[src/rtl/gelato_fetch_scheduler_pkg.sv]
// +----------------------------------------------------------------------+
// | gelato_types : shared warp/fetch types for the gelato front end       |
// | Rev 1.0                                                              |
// +----------------------------------------------------------------------+
`default_nettype none

package gelato_types;

    localparam int NUM_WARPS   = 4;
    localparam int WARP_NUM_W  = $clog2(NUM_WARPS);
    localparam int SPLIT_NUM_W = 4;

    typedef logic [WARP_NUM_W-1:0]  warp_num_t;
    typedef logic [SPLIT_NUM_W-1:0] split_num_t;

    typedef struct packed {
        logic [31:0] pc;
        warp_num_t   warp_num;
        split_num_t  split_table_num;
    } pc_info_t;

    typedef enum logic [1:0] {
        WARP_IDLE     = 2'd0,
        WARP_READY    = 2'd1,
        WARP_FETCHING = 2'd2
    } warp_state_t;

endpackage

`default_nettype wire

[src/rtl/gelato_fetch_scheduler_if.sv]
// +----------------------------------------------------------------------+
// | gelato_fetch_scheduler_if : launch, next-PC feedback and fetch bus    |
// | Rev 1.0                                                              |
// +----------------------------------------------------------------------+
`default_nettype none

interface gelato_fetch_scheduler_if;
    import gelato_types::*;

    logic        launch_valid;
    logic        launch_ready;
    warp_num_t   launch_warp_num;
    logic [31:0] launch_pc;
    split_num_t  launch_split;

    logic        upd_valid;
    warp_num_t   upd_warp_num;
    logic [31:0] upd_pc;
    logic        upd_exit;

    logic        dout_valid;
    logic        dout_ready;
    pc_info_t    dout;

    modport master (
        output launch_valid, launch_warp_num, launch_pc, launch_split,
        output upd_valid, upd_warp_num, upd_pc, upd_exit,
        output dout_ready,
        input  launch_ready, dout_valid, dout
    );

    modport slave (
        input  launch_valid, launch_warp_num, launch_pc, launch_split,
        input  upd_valid, upd_warp_num, upd_pc, upd_exit,
        input  dout_ready,
        output launch_ready, dout_valid, dout
    );

endinterface

`default_nettype wire

[src/rtl/gelato_fetch_scheduler_rr_arbiter.sv]
// +----------------------------------------------------------------------+
// | gelato_rr_arbiter : combinational round-robin grant starting at ptr   |
// | Rev 1.0                                                              |
// +----------------------------------------------------------------------+
`default_nettype none

module gelato_rr_arbiter #(
    parameter int N = 4
) (
    input  logic [N-1:0]         req,
    input  logic [$clog2(N)-1:0] ptr,
    output logic                 gnt_valid,
    output logic [$clog2(N)-1:0] gnt_idx
);

    localparam int W = $clog2(N);

    logic [W-1:0] cand;

    // Scan from the farthest offset down so the closest requester to ptr wins.
    always_comb begin
        gnt_valid = 1'b0;
        gnt_idx   = '0;
        cand      = '0;
        for (int i = N - 1; i >= 0; i--) begin
            cand = ptr + W'(i);
            if (req[cand]) begin
                gnt_valid = 1'b1;
                gnt_idx   = cand;
            end
        end
    end

endmodule

`default_nettype wire

[src/rtl/gelato_fetch_scheduler.sv]
// +----------------------------------------------------------------------+
// | gelato_fetch_scheduler : per-warp PC table with round-robin issue     |
// | Rev 1.0                                                              |
// +----------------------------------------------------------------------+
`default_nettype none

module gelato_fetch_scheduler #(
    parameter int NUM_WARPS    = gelato_types::NUM_WARPS,
    parameter int RR_RESET_PTR = 0
) (
    input  logic                 clk,
    input  logic                 rst,
    input  logic                 rdy,
    gelato_fetch_scheduler_if.slave bus,
    output logic [NUM_WARPS-1:0] active_mask,
    output logic                 all_idle,
    output logic                 err
);
    import gelato_types::*;

    localparam int WW = $clog2(NUM_WARPS);

    warp_state_t  state_q [NUM_WARPS];
    warp_state_t  state_d [NUM_WARPS];
    logic [31:0]  pc_q    [NUM_WARPS];
    split_num_t   split_q [NUM_WARPS];
    logic [WW-1:0] rr_ptr;

    logic [NUM_WARPS-1:0] req;
    logic                 gnt_valid;
    logic [WW-1:0]        gnt_idx;

    logic     launch_fire;
    logic     upd_ok;
    logic     slot_free;
    logic     issue;
    logic     err_set;
    logic     dout_valid_q;
    pc_info_t dout_q;

    assign bus.launch_ready = (state_q[bus.launch_warp_num] == WARP_IDLE);
    assign launch_fire      = bus.launch_valid && bus.launch_ready;
    assign upd_ok           = bus.upd_valid && (state_q[bus.upd_warp_num] == WARP_FETCHING);
    assign err_set          = (bus.launch_valid && !bus.launch_ready) || (bus.upd_valid && !upd_ok);
    assign slot_free        = !dout_valid_q || bus.dout_ready;
    assign issue            = slot_free && gnt_valid;

    gelato_rr_arbiter #(.N(NUM_WARPS)) u_arb (
        .req       (req),
        .ptr       (rr_ptr),
        .gnt_valid (gnt_valid),
        .gnt_idx   (gnt_idx)
    );

    // A legal launch needs IDLE, a legal update FETCHING and an issue READY,
    // so at most one of these can touch any given warp per cycle.
    always_comb begin
        for (int w = 0; w < NUM_WARPS; w++) begin
            state_d[w]     = state_q[w];
            req[w]         = (state_q[w] == WARP_READY);
            active_mask[w] = (state_q[w] != WARP_IDLE);
            if (launch_fire && bus.launch_warp_num == WW'(w))
                state_d[w] = WARP_READY;
            if (upd_ok && bus.upd_warp_num == WW'(w))
                state_d[w] = bus.upd_exit ? WARP_IDLE : WARP_READY;
            if (issue && gnt_idx == WW'(w))
                state_d[w] = WARP_FETCHING;
        end
    end

    always_ff @(posedge clk) begin
        if (rst) begin
            for (int w = 0; w < NUM_WARPS; w++) begin
                state_q[w] <= WARP_IDLE;
                pc_q[w]    <= '0;
                split_q[w] <= '0;
            end
            rr_ptr       <= WW'(RR_RESET_PTR);
            dout_valid_q <= 1'b0;
            dout_q       <= '0;
            err          <= 1'b0;
        end else if (rdy) begin
            for (int w = 0; w < NUM_WARPS; w++) begin
                state_q[w] <= state_d[w];
                if (launch_fire && bus.launch_warp_num == WW'(w)) begin
                    pc_q[w]    <= bus.launch_pc;
                    split_q[w] <= bus.launch_split;
                end
                if (upd_ok && !bus.upd_exit && bus.upd_warp_num == WW'(w))
                    pc_q[w] <= bus.upd_pc;
            end
            if (issue) begin
                dout_q.pc              <= pc_q[gnt_idx];
                dout_q.warp_num        <= gnt_idx;
                dout_q.split_table_num <= split_q[gnt_idx];
                dout_valid_q           <= 1'b1;
                rr_ptr                 <= gnt_idx + WW'(1);
            end else if (slot_free) begin
                dout_valid_q <= 1'b0;
            end
            if (err_set)
                err <= 1'b1;
        end
    end

    assign bus.dout_valid = dout_valid_q;
    assign bus.dout       = dout_q;
    assign all_idle       = (active_mask == '0) && !dout_valid_q;

endmodule

`default_nettype wire

[src/flat_wrapper.sv]
// flat-port wrapper written by rule: the top's interface ports become plain ports
module gelato_fetch_scheduler_flat import gelato_types::*;
#(
    parameter int NUM_WARPS    = gelato_types::NUM_WARPS,
    parameter int RR_RESET_PTR = 0
)
  (clk, rst, rdy, active_mask, all_idle, err, bus_launch_valid, bus_launch_warp_num, bus_launch_pc, bus_launch_split, bus_upd_valid, bus_upd_warp_num, bus_upd_pc, bus_upd_exit, bus_dout_ready, bus_launch_ready, bus_dout_valid, bus_dout);
  gelato_fetch_scheduler_if bus_i ();
  input  logic clk;
  input  logic rst;
  input  logic rdy;
  output logic [NUM_WARPS-1:0] active_mask;
  output logic all_idle;
  output logic err;
  input wire logic [$bits(bus_i.launch_valid)-1:0] bus_launch_valid;
  input wire logic [$bits(bus_i.launch_warp_num)-1:0] bus_launch_warp_num;
  input wire logic [$bits(bus_i.launch_pc)-1:0] bus_launch_pc;
  input wire logic [$bits(bus_i.launch_split)-1:0] bus_launch_split;
  input wire logic [$bits(bus_i.upd_valid)-1:0] bus_upd_valid;
  input wire logic [$bits(bus_i.upd_warp_num)-1:0] bus_upd_warp_num;
  input wire logic [$bits(bus_i.upd_pc)-1:0] bus_upd_pc;
  input wire logic [$bits(bus_i.upd_exit)-1:0] bus_upd_exit;
  input wire logic [$bits(bus_i.dout_ready)-1:0] bus_dout_ready;
  output wire logic [$bits(bus_i.launch_ready)-1:0] bus_launch_ready;
  output wire logic [$bits(bus_i.dout_valid)-1:0] bus_dout_valid;
  output wire logic [$bits(bus_i.dout)-1:0] bus_dout;
  assign bus_i.launch_valid = bus_launch_valid;
  assign bus_i.launch_warp_num = bus_launch_warp_num;
  assign bus_i.launch_pc = bus_launch_pc;
  assign bus_i.launch_split = bus_launch_split;
  assign bus_i.upd_valid = bus_upd_valid;
  assign bus_i.upd_warp_num = bus_upd_warp_num;
  assign bus_i.upd_pc = bus_upd_pc;
  assign bus_i.upd_exit = bus_upd_exit;
  assign bus_i.dout_ready = bus_dout_ready;
  assign bus_launch_ready = bus_i.launch_ready;
  assign bus_dout_valid = bus_i.dout_valid;
  assign bus_dout = bus_i.dout;
  gelato_fetch_scheduler #(.NUM_WARPS(NUM_WARPS), .RR_RESET_PTR(RR_RESET_PTR)) u_core (.clk(clk), .rst(rst), .rdy(rdy), .bus(bus_i), .active_mask(active_mask), .all_idle(all_idle), .err(err));
endmodule
[config.mk]
export PLATFORM = sky130hd
export DESIGN_NAME = gelato_fetch_scheduler_flat
export DESIGN_NICKNAME = d
export VERILOG_FILES = /design/src/rtl/gelato_fetch_scheduler_pkg.sv /design/src/rtl/gelato_fetch_scheduler_if.sv /design/src/rtl/gelato_fetch_scheduler_rr_arbiter.sv /design/src/rtl/gelato_fetch_scheduler.sv /design/src/flat_wrapper.sv
export SDC_FILE = /design/constraint.sdc
export NUM_CORES = 1
export LEC_CHECK = 0
export CAP_MARGIN = 25
export CORE_UTILIZATION = 35
export CTS_CLUSTER_DIAMETER = 60
export DETAILED_ROUTE_END_ITERATION = 16
export HOLD_SLACK_MARGIN = 0.1
export REMOVE_ABC_BUFFERS = 1
export SLEW_MARGIN = 20
export SYNTH_ARGS = -nofsm -noshare
export SYNTH_HDL_FRONTEND = slang
export SYNTH_HIERARCHICAL = 1
export SYNTH_SLANG_ARGS = --single-unit
[constraint.sdc]
create_clock -name clk -period 6.44 [get_ports clk]
set_clock_uncertainty 0.1 [all_clocks]
set_input_delay 0.644 -clock clk [delete_from_list [all_inputs] [get_ports clk]]
set_output_delay 0.644 -clock clk [all_outputs]
set_load 0.03 [all_outputs]
# [After elaboration in Yosys (flattened, before gate mapping)]
# Memories as Yosys holds them, arrays and structs flattened. A register that Yosys moved wholly into a read port is not among the register bits.
# Cells that the tools add are included.
# W data, S select, Z words.
[word_totals] regBits=6 latch_bits=0 mem_bits_rw=152 romBits=0 in_bits=79 output_inout_bits=46 elab_cells=171 n_memories=3
[classes] addsub=4 mul=0 div_mod_pow=0 n_lt_le_gt_ge=4 eq_ne=14 shifts=0 mux=84 n_bitwise=16 reduce_logical=42
[memory_table] memory="u_core.pc_q" depth=4 width=32 rd=1 rd_ports_with_merged_regs=1 wr=4 line="gelato_fetch_scheduler.sv:25" source="logic [31:0] pc_q [NUM_WARPS];"
[memory_table] memory="u_core.split_q" depth=4 width=4 rd=1 rd_ports_with_merged_regs=1 wr=4 line="gelato_fetch_scheduler.sv:26" source="split_num_t split_q [NUM_WARPS];"
[memory_table] memory="u_core.state_q" depth=4 width=2 rd=6 rd_ports_with_merged_regs=0 wr=4 line="gelato_fetch_scheduler.sv:23" source="warp_state_t state_q [NUM_WARPS];"
[op_table] op="$mux W32" count=8
[op_table] op="$mux W1" count=48
[op_table] op="$mux W2" count=20
[op_table] op="$logic_and A1 B1 Y1" count=23
[op_table] op="$mux W4" count=4
[op_table] op="$or A1 B1 Y1" count=16
[op_table] op="$eq A2 B1 Y1 const B" count=7
[op_table] op="$eq A2 B2 Y1 const B" count=7
[op_table] op="$lt A2 B3 Y1 const B" count=4
[op_table] op="$reduce_bool A2 Y1" count=5
[op_table] op="$bmux W1 S2" count=4
[op_table] op="$logic_not A2 Y1" count=4
[op_table] op="$reduce_and A2 Y1" count=3
[op_table] op="$add A2 B1 Y2 const B" count=2
[op_table] op="$add A2 B2 Y2 const B" count=2
[op_table] op="$logic_not A1 Y1" count=4
[op_table] op="$logic_not A4 Y1" count=1
[op_table] op="$logic_or A1 B1 Y1" count=2

# [Logic depth before layout (Yosys ltp)]
# Gate-level depths: netlist of the first run.
# An unclocked memory read counts as a cell.
[logic_depth] ltp_word=12 mapped_depth=11 ltp_nobuf=9

# [By module]
# The synthesis of the first run kept the hierarchy.
[modules_own_cells] module="gelato_fetch_scheduler" instances=1 cells_per_inst=638 area_per_inst_um2=8843.5
[modules_own_cells] module="gelato_rr_arbiter" instances=1 cells_per_inst=13 area_per_inst_um2=77.6

# [Least setup slack after synthesis of the first run]
# OpenSTA, ideal clock, no wires.
[synth_path] kind="flip-flop to flip-flop" startpoint="memory u_core/state_q[1][0] in the netlist's numbering" endpoint="memory u_core/state_q[1][0] in the netlist's numbering (enable)" arrival_ns=2.548 path_slack_ns=3.546 stages_incl_launch_ff=11 n_path_buf=2 path_cell_list="edfxtp_1 -> nor2b_1 -> nor3b_1 -> a211oi_1 -> nor2_1 -> clkbuf_1 -> clkbuf_1 -> inv_1 -> ha_1 -> a221o_1 -> a21o_1"
[synth_rtl] element="start: declaration" line="gelato_fetch_scheduler.sv:23"

==> out/metrics.cfg, run 1 <==
[outcome]
status=completed

[power]
p_per_area_nw_per_um2=276
p_leak_nw=3.95
vdd_drop_max_v=0.000149

[logic_synthesis]
netlist_area_um2=8920
synth.top_cell.area_share_pct=51.2
ys_async_sr_fraction_pct=0
synth_cell_type_count=46
netlist_top_cells_area=edfxtp_1 51%, a22o_1 11%, dfxtp_1 9.4%
dominantRegCellSynth=edfxtp_1
ys_seq_area_share_pct=60.6
synth_cells=651
synth_edf_count=152
avgSynthCellArea_um2=13.7
yosysWarnings=6
ys_ff_latch=194
yosys.area.top_type=edfxtp_1

[cells_and_area]
area_growth_pct=23.8
final_cells=1096
layout_commonest_cell=edfxtp_1
drive_gt1_share_pct=15.1
design_area_um2=11000
layout_common_cells=152 x edfxtp_1, 123 x clkdlybuf4s50_1, 110 x a22o_1
fillers=2314
diodes=0
nNetsFinal=836

[floorplan]
die_y_um=162
design.die.area_um2=26100
pin_count=125
dieWidth_um=162
core_um2=25100
num_rows=58
start_util_pct=35.5

[cts]
cts-hold-fix-buffers=0
cts_tree=built
clk_root_buffer_cell=clkbuf_16
cts_sinks=194
cts.reportedPaths.clkPinSlew_ps=70
post-cts-setup-buffer-count=0
ctsResizeCount=0
clk_latency_ps=430
cts_buffer_depth=2
htree_levels=4
cts_buffers=17

[sta]
max_slew_margin_pct=32.9
fin_tns_setup_ps=0
finalSetupViolCount=0
fmax_mhz=268
hold_violations=0
grt_setup_unrepaired=false
min_period_ps=3730
drv_slew=0
setup_slack_ps=2710
tightest_slew_ps=1010
fin_hold_ws_ps=352
finalCritPeriodShare_pct=57.9

[placement]
placed_cells_incl_taps=1063
dp.final_hpwl_um=14100
place_area_um2=10400
place_congestion=0.830
port_buffers=124
place_ws_ps=2230

[drt]
drtPass1Iterations=4
totalWireLength_um=23600
viasPerCell=5.42
detail-route-antenna-nets=0
wl_per_cell_um=21.5
vias=5935
drt_drc_violations_left=0
drtIter0Drc=387

[worst_setup_path]
worst_ep_arrival_time_ps=3680
critPathMaxFanout=33
rr_startpoint=u_core/state_q[0][0]$_SDFFCE_PP0P_
r2r_end=u_core/pc_q[0][19]$_SDFFCE_PN0P_
critPathKind=input pin to register
worstSetupStartpoint=rdy
required_ps=6390
ff2ff_path_depth=5
cp-end-kind=register
r2r_setup_slack_ps=3320
cp-start-kind=input pin
endpoint=u_core/pc_q[1][1]$_SDFFCE_PN0P_

[grt]
grt_max_degree=41
grt_pass1_wl_um=35100
antenna_found_initial=0
grt-ovfl-total=0
grt_pass1_vias=5885
grt.total_usage_pct=18.1

[run]
drv_cap=0

[worst_hold_path]
hold_class=register to register

## metrics by stage
step | util (%) | power, mW
3_3_place_gp | 41.6 | 2.03
6_report | 44.0 | 3.04
4_1_cts | 43.9 | 3.06
2_1_floorplan | - | 1.80
3_5_place_dp | 41.6 | 2.04
5_1_grt | 44.0 | 3.16
## cell type report
cell class / instances / area [um2] / share of cell area (%)
clock buffer: 18 / 439 / 3.98
tap: 330 / 413 / 3.74
sequential: 194 / 5410 / 48.9
multi-input combinational: 398 / 3300 / 29.9
inverter: 9 / 33.8 / 0.306
timing repair buffer: 133 / 1320 / 12.0
clock inverter: 14 / 130 / 1.18
## flip-flops by register name, summed over array words and instances (netlist names)
signal	cells
u_core/err	1
u_core/split_q	16
u_core/bus.dout	38
u_core/state_q	8
u_core/bus.dout_valid	1
u_core/pc_q	128
u_core/rr_ptr	2
## cells in the mapped netlist (all sizes together) (5+ instances only)
cell type / n
a21oi: 43
a21o: 8
clkbuf: 23
and3: 21
nor3: 6
edfxtp: 152
a22o: 128
nand2: 89
nand3: 8
nor2b: 5
inv: 9
buf: 27
mux4: 37
dfxtp: 42
nor2: 14
nand2b: 5
## cells by family after synthesis
| family | after synthesis | synth area share, % |
|---|---|---|
| simple gates | 169 | 9.69 |
| compound gates | 186 | 16.6 |
| flops | 194 | 60.6 |
| fa+ha+maj | 4 | 0.561 |
| buf+inv | 59 | 2.99 |
| mux | 39 | 9.57 |
## worst min-delay path by stage
| stage | startpoint | endpoint | slack [ps] | cells past startpoint |
|---|---|---|---|---|
| after floorplan | u_core/rr_ptr[1]$_SDFFE_PP0P_ | u_core/rr_ptr[1]$_SDFFE_PP0P_ | 390 | 2 |
| after global placement | u_core/bus.dout[8]$_SDFFE_PP0P_ | u_core/bus.dout[8]$_SDFFE_PP0P_ | 340 | 2 |
| after detailed placement | u_core/bus.dout[8]$_SDFFE_PP0P_ | u_core/bus.dout[8]$_SDFFE_PP0P_ | 350 | 2 |
| after CTS | u_core/bus.dout[8]$_SDFFE_PP0P_ | u_core/bus.dout[8]$_SDFFE_PP0P_ | 360 | 2 |
| after global routing | u_core/bus.dout[18]$_SDFFE_PP0P_ | u_core/bus.dout[18]$_SDFFE_PP0P_ | 380 | 2 |
| final | u_core/bus.dout[4]$_SDFFE_PP0P_ | u_core/bus.dout[4]$_SDFFE_PP0P_ | 350 | 2 |
## per-layer routing
metal  GRT usage (%)  wire [um]  share of wire [%]  vias up
li1                -          -                  -     2776
met1            23.9      10600                 45     2942
met4            5.15        257                1.1        0
met5               0          0                  0        -
met3            3.40       1300                5.5       16
met2            30.5      11400                 49      201
## where the power goes
part           switching [mW]  leakage [nW]  internal [mW]
clock                   0.485         0.278          0.550
sequential             0.0335          1.92           1.42
combinational           0.310          1.76          0.241
total                   0.828          3.95           2.22
## critical path, stage by stage
cell	delay (ps)
clkdlybuf4s50_1	780
nor2b_1	190
buf_4	260
nand4b_1	260
nor4b_4	300
buf_4	410
or2_2	790
Note: power is estimated with default switching activity, not from simulation.
==> inputs of run 2 (changes only) <==
==> constraint.sdc (replaced) <==
create_clock -name clk -period 3.4 [get_ports clk]
set_clock_uncertainty 0.1 [all_clocks]
set_input_delay 0.34 -clock clk [delete_from_list [all_inputs] [get_ports clk]]
set_output_delay 0.34 -clock clk [all_outputs]
set_load 0.03 [all_outputs]
==> run 2 against run 1 <==
Routed wire length up 2.4%; sequential power up 89%; worst setup slack worse by 2100 ps; largest power group unchanged; final cell count up 1.8%; critical endpoint is now u_core/state_q[1][1]$_SDFFCE_PN0P_; register-to-register slack worse by 2700 ps; combinational power up 94%; hold slack worse by 30 ps; non-clock buffer count up 20; via count up 3.9%; die area unchanged; sequential share of layout area down 1.0 points; sequential cell count unchanged.
==> out/metrics.cfg, run 2 (synthesized netlist as in run 1, its figures left out) <==
[placement]
placed_cells_incl_taps=1084
place_congestion=0.794
port_buffers=124
place_ws_ps=637
dp.final_hpwl_um=14900

[drt]
wl_per_cell_um=21.6
drtPass1Iterations=6
vias=6168
drt_drc_violations_left=0
viasPerCell=5.53
drtIter0Drc=454
detail-route-antenna-nets=0
totalWireLength_um=24100

[worst_setup_path]
crit_chain=nor2b_1, nor3b_1, a211oi_1, nor2_4, inv_1, ha_1, a221o_1, a21o_1
path_delay_family=simple AND/OR/NAND/NOR gates
critPathMaxFanout=16
cp.depth=8
ff2ff_path_depth=8
worst_ep_arrival_time_ps=2870
required_ps=3490
r2r_end=u_core/state_q[1][1]$_SDFFCE_PN0P_
cp_slowest_cell=edfxtp_1
cp-end-kind=register
critPathKind=register to register
slowest_delay_ps=510
crit_buf_inv=1
cp-start-kind=register
rr_startpoint=u_core/state_q[1][0]$_SDFFCE_PP0P_
r2r_setup_slack_ps=630

[cts]
cts.reportedPaths.clkPinSlew_ps=70
post-cts-setup-buffer-count=0
cts_buffer_depth=2
cts_sinks=194
clk_root_buffer_cell=clkbuf_16
clk_latency_ps=430
cts_buffers=17
htree_levels=4
cts_tree=built
cts-hold-fix-buffers=0
ctsResizeCount=0

[cells_and_area]
final_cells=1116
diodes=0
layout_common_cells=152 x edfxtp_1, 123 x clkdlybuf4s50_1, 110 x a22o_1
largest_reg_flops=128
fillers=2313
drive_gt1_share_pct=17.0
area_growth_pct=26.4
utilization_pct=44.9
nNetsFinal=856
layout_commonest_cell=edfxtp_1
top_register=u_core/pc_q

[floorplan]
pin_count=125
dieWidth_um=162
start_util_pct=35.5
num_rows=58
core_um2=25100
die_y_um=162
design.die.area_um2=26100

[sta]
fmax_mhz=361
fin_tns_setup_ps=0
tightest_slew_ps=601
grt_setup_unrepaired=false
setup_slack_ps=627
drv_slew=0
max_slew_margin_pct=59.9
hold_violations=0
min_period_ps=2770
finalCritPeriodShare_pct=81.6
finalSetupViolCount=0

[worst_hold_path]
hold_depth=2
hold_class=input pin to register
min_from=rst
min_to=u_core/bus.dout[13]$_SDFFE_PP0P_

[grt]
grt_max_degree=41
antenna_found_initial=0
grt_pass1_wl_um=36600
grt_pass1_vias=6204
grt.total_usage_pct=18.8
grt-ovfl-total=0

[power]
p_per_area_nw_per_um2=520
vdd_drop_max_v=0.000300
fin_total_pwr_mw=5.86
p_leak_nw=4.08

[run]
drv_cap=0

[outcome]
status=completed

-- run 2: power by group --
part / internal (mW) / switching, mW / total, mW / leakage (nW)
Clock: 1.16 / 0.864 / 2.03 / 0.286
Combinational: 0.478 / 0.594 / 1.07 / 1.87
Sequential: 2.70 / 0.0630 / 2.76 / 1.92
Total: 4.34 / 1.52 / 5.86 / 4.08
-- run 2: final cells by class --
cell class                 count  area (um2)  area share, %
timing repair buffer         153        1530           13.6
inverter                       9        33.8          0.300
tap                          330         413           3.66
multi-input combinational    398        3300           29.3
sequential                   194        5410           47.9
clock buffer                  24         492           4.36
clock inverter                 8         103          0.910
-- run 2: how the worst max path moves through the flow --
stage | end | startpoint | slack, ps
global route | u_core/state_q[1][1]$_SDFFCE_PN0P_ | u_core/state_q[1][0]$_SDFFCE_PP0P_ | 480
global placement | u_core/pc_q[0][13]$_SDFFCE_PN0P_ | bus_upd_warp_num[1] | 630
floorplan | u_core/state_q[2][0]$_SDFFCE_PP0P_ | u_core/state_q[3][1]$_SDFFCE_PN0P_ | -1370
finish | u_core/state_q[1][1]$_SDFFCE_PN0P_ | u_core/state_q[1][0]$_SDFFCE_PP0P_ | 630
CTS | u_core/state_q[1][1]$_SDFFCE_PN0P_ | u_core/state_q[1][0]$_SDFFCE_PP0P_ | 640
detailed placement | u_core/pc_q[0][6]$_SDFFCE_PN0P_ | bus_upd_warp_num[1] | 640
-- run 2: per-layer routing --
layer  part of all wire [%]  wire [um]  track usage, %  vias to the layer above
met5                      0          0               0                        -
met4                    1.0        244            4.85                        0
met3                    5.4       1300            3.19                       14
met2                     50      12000            31.7                      230
met1                     44      10500            25.1                     3113
li1                       -          -               -                     2811
-- run 2: per-stage QoR --
step / hold WS (ps) / instance area [um2]
finish: 322 / 11300
global placement: 342 / 10700
CTS: 319 / 11300
global route: 333 / 11300
floorplan: 309 / 8690
detailed placement: 347 / 10700
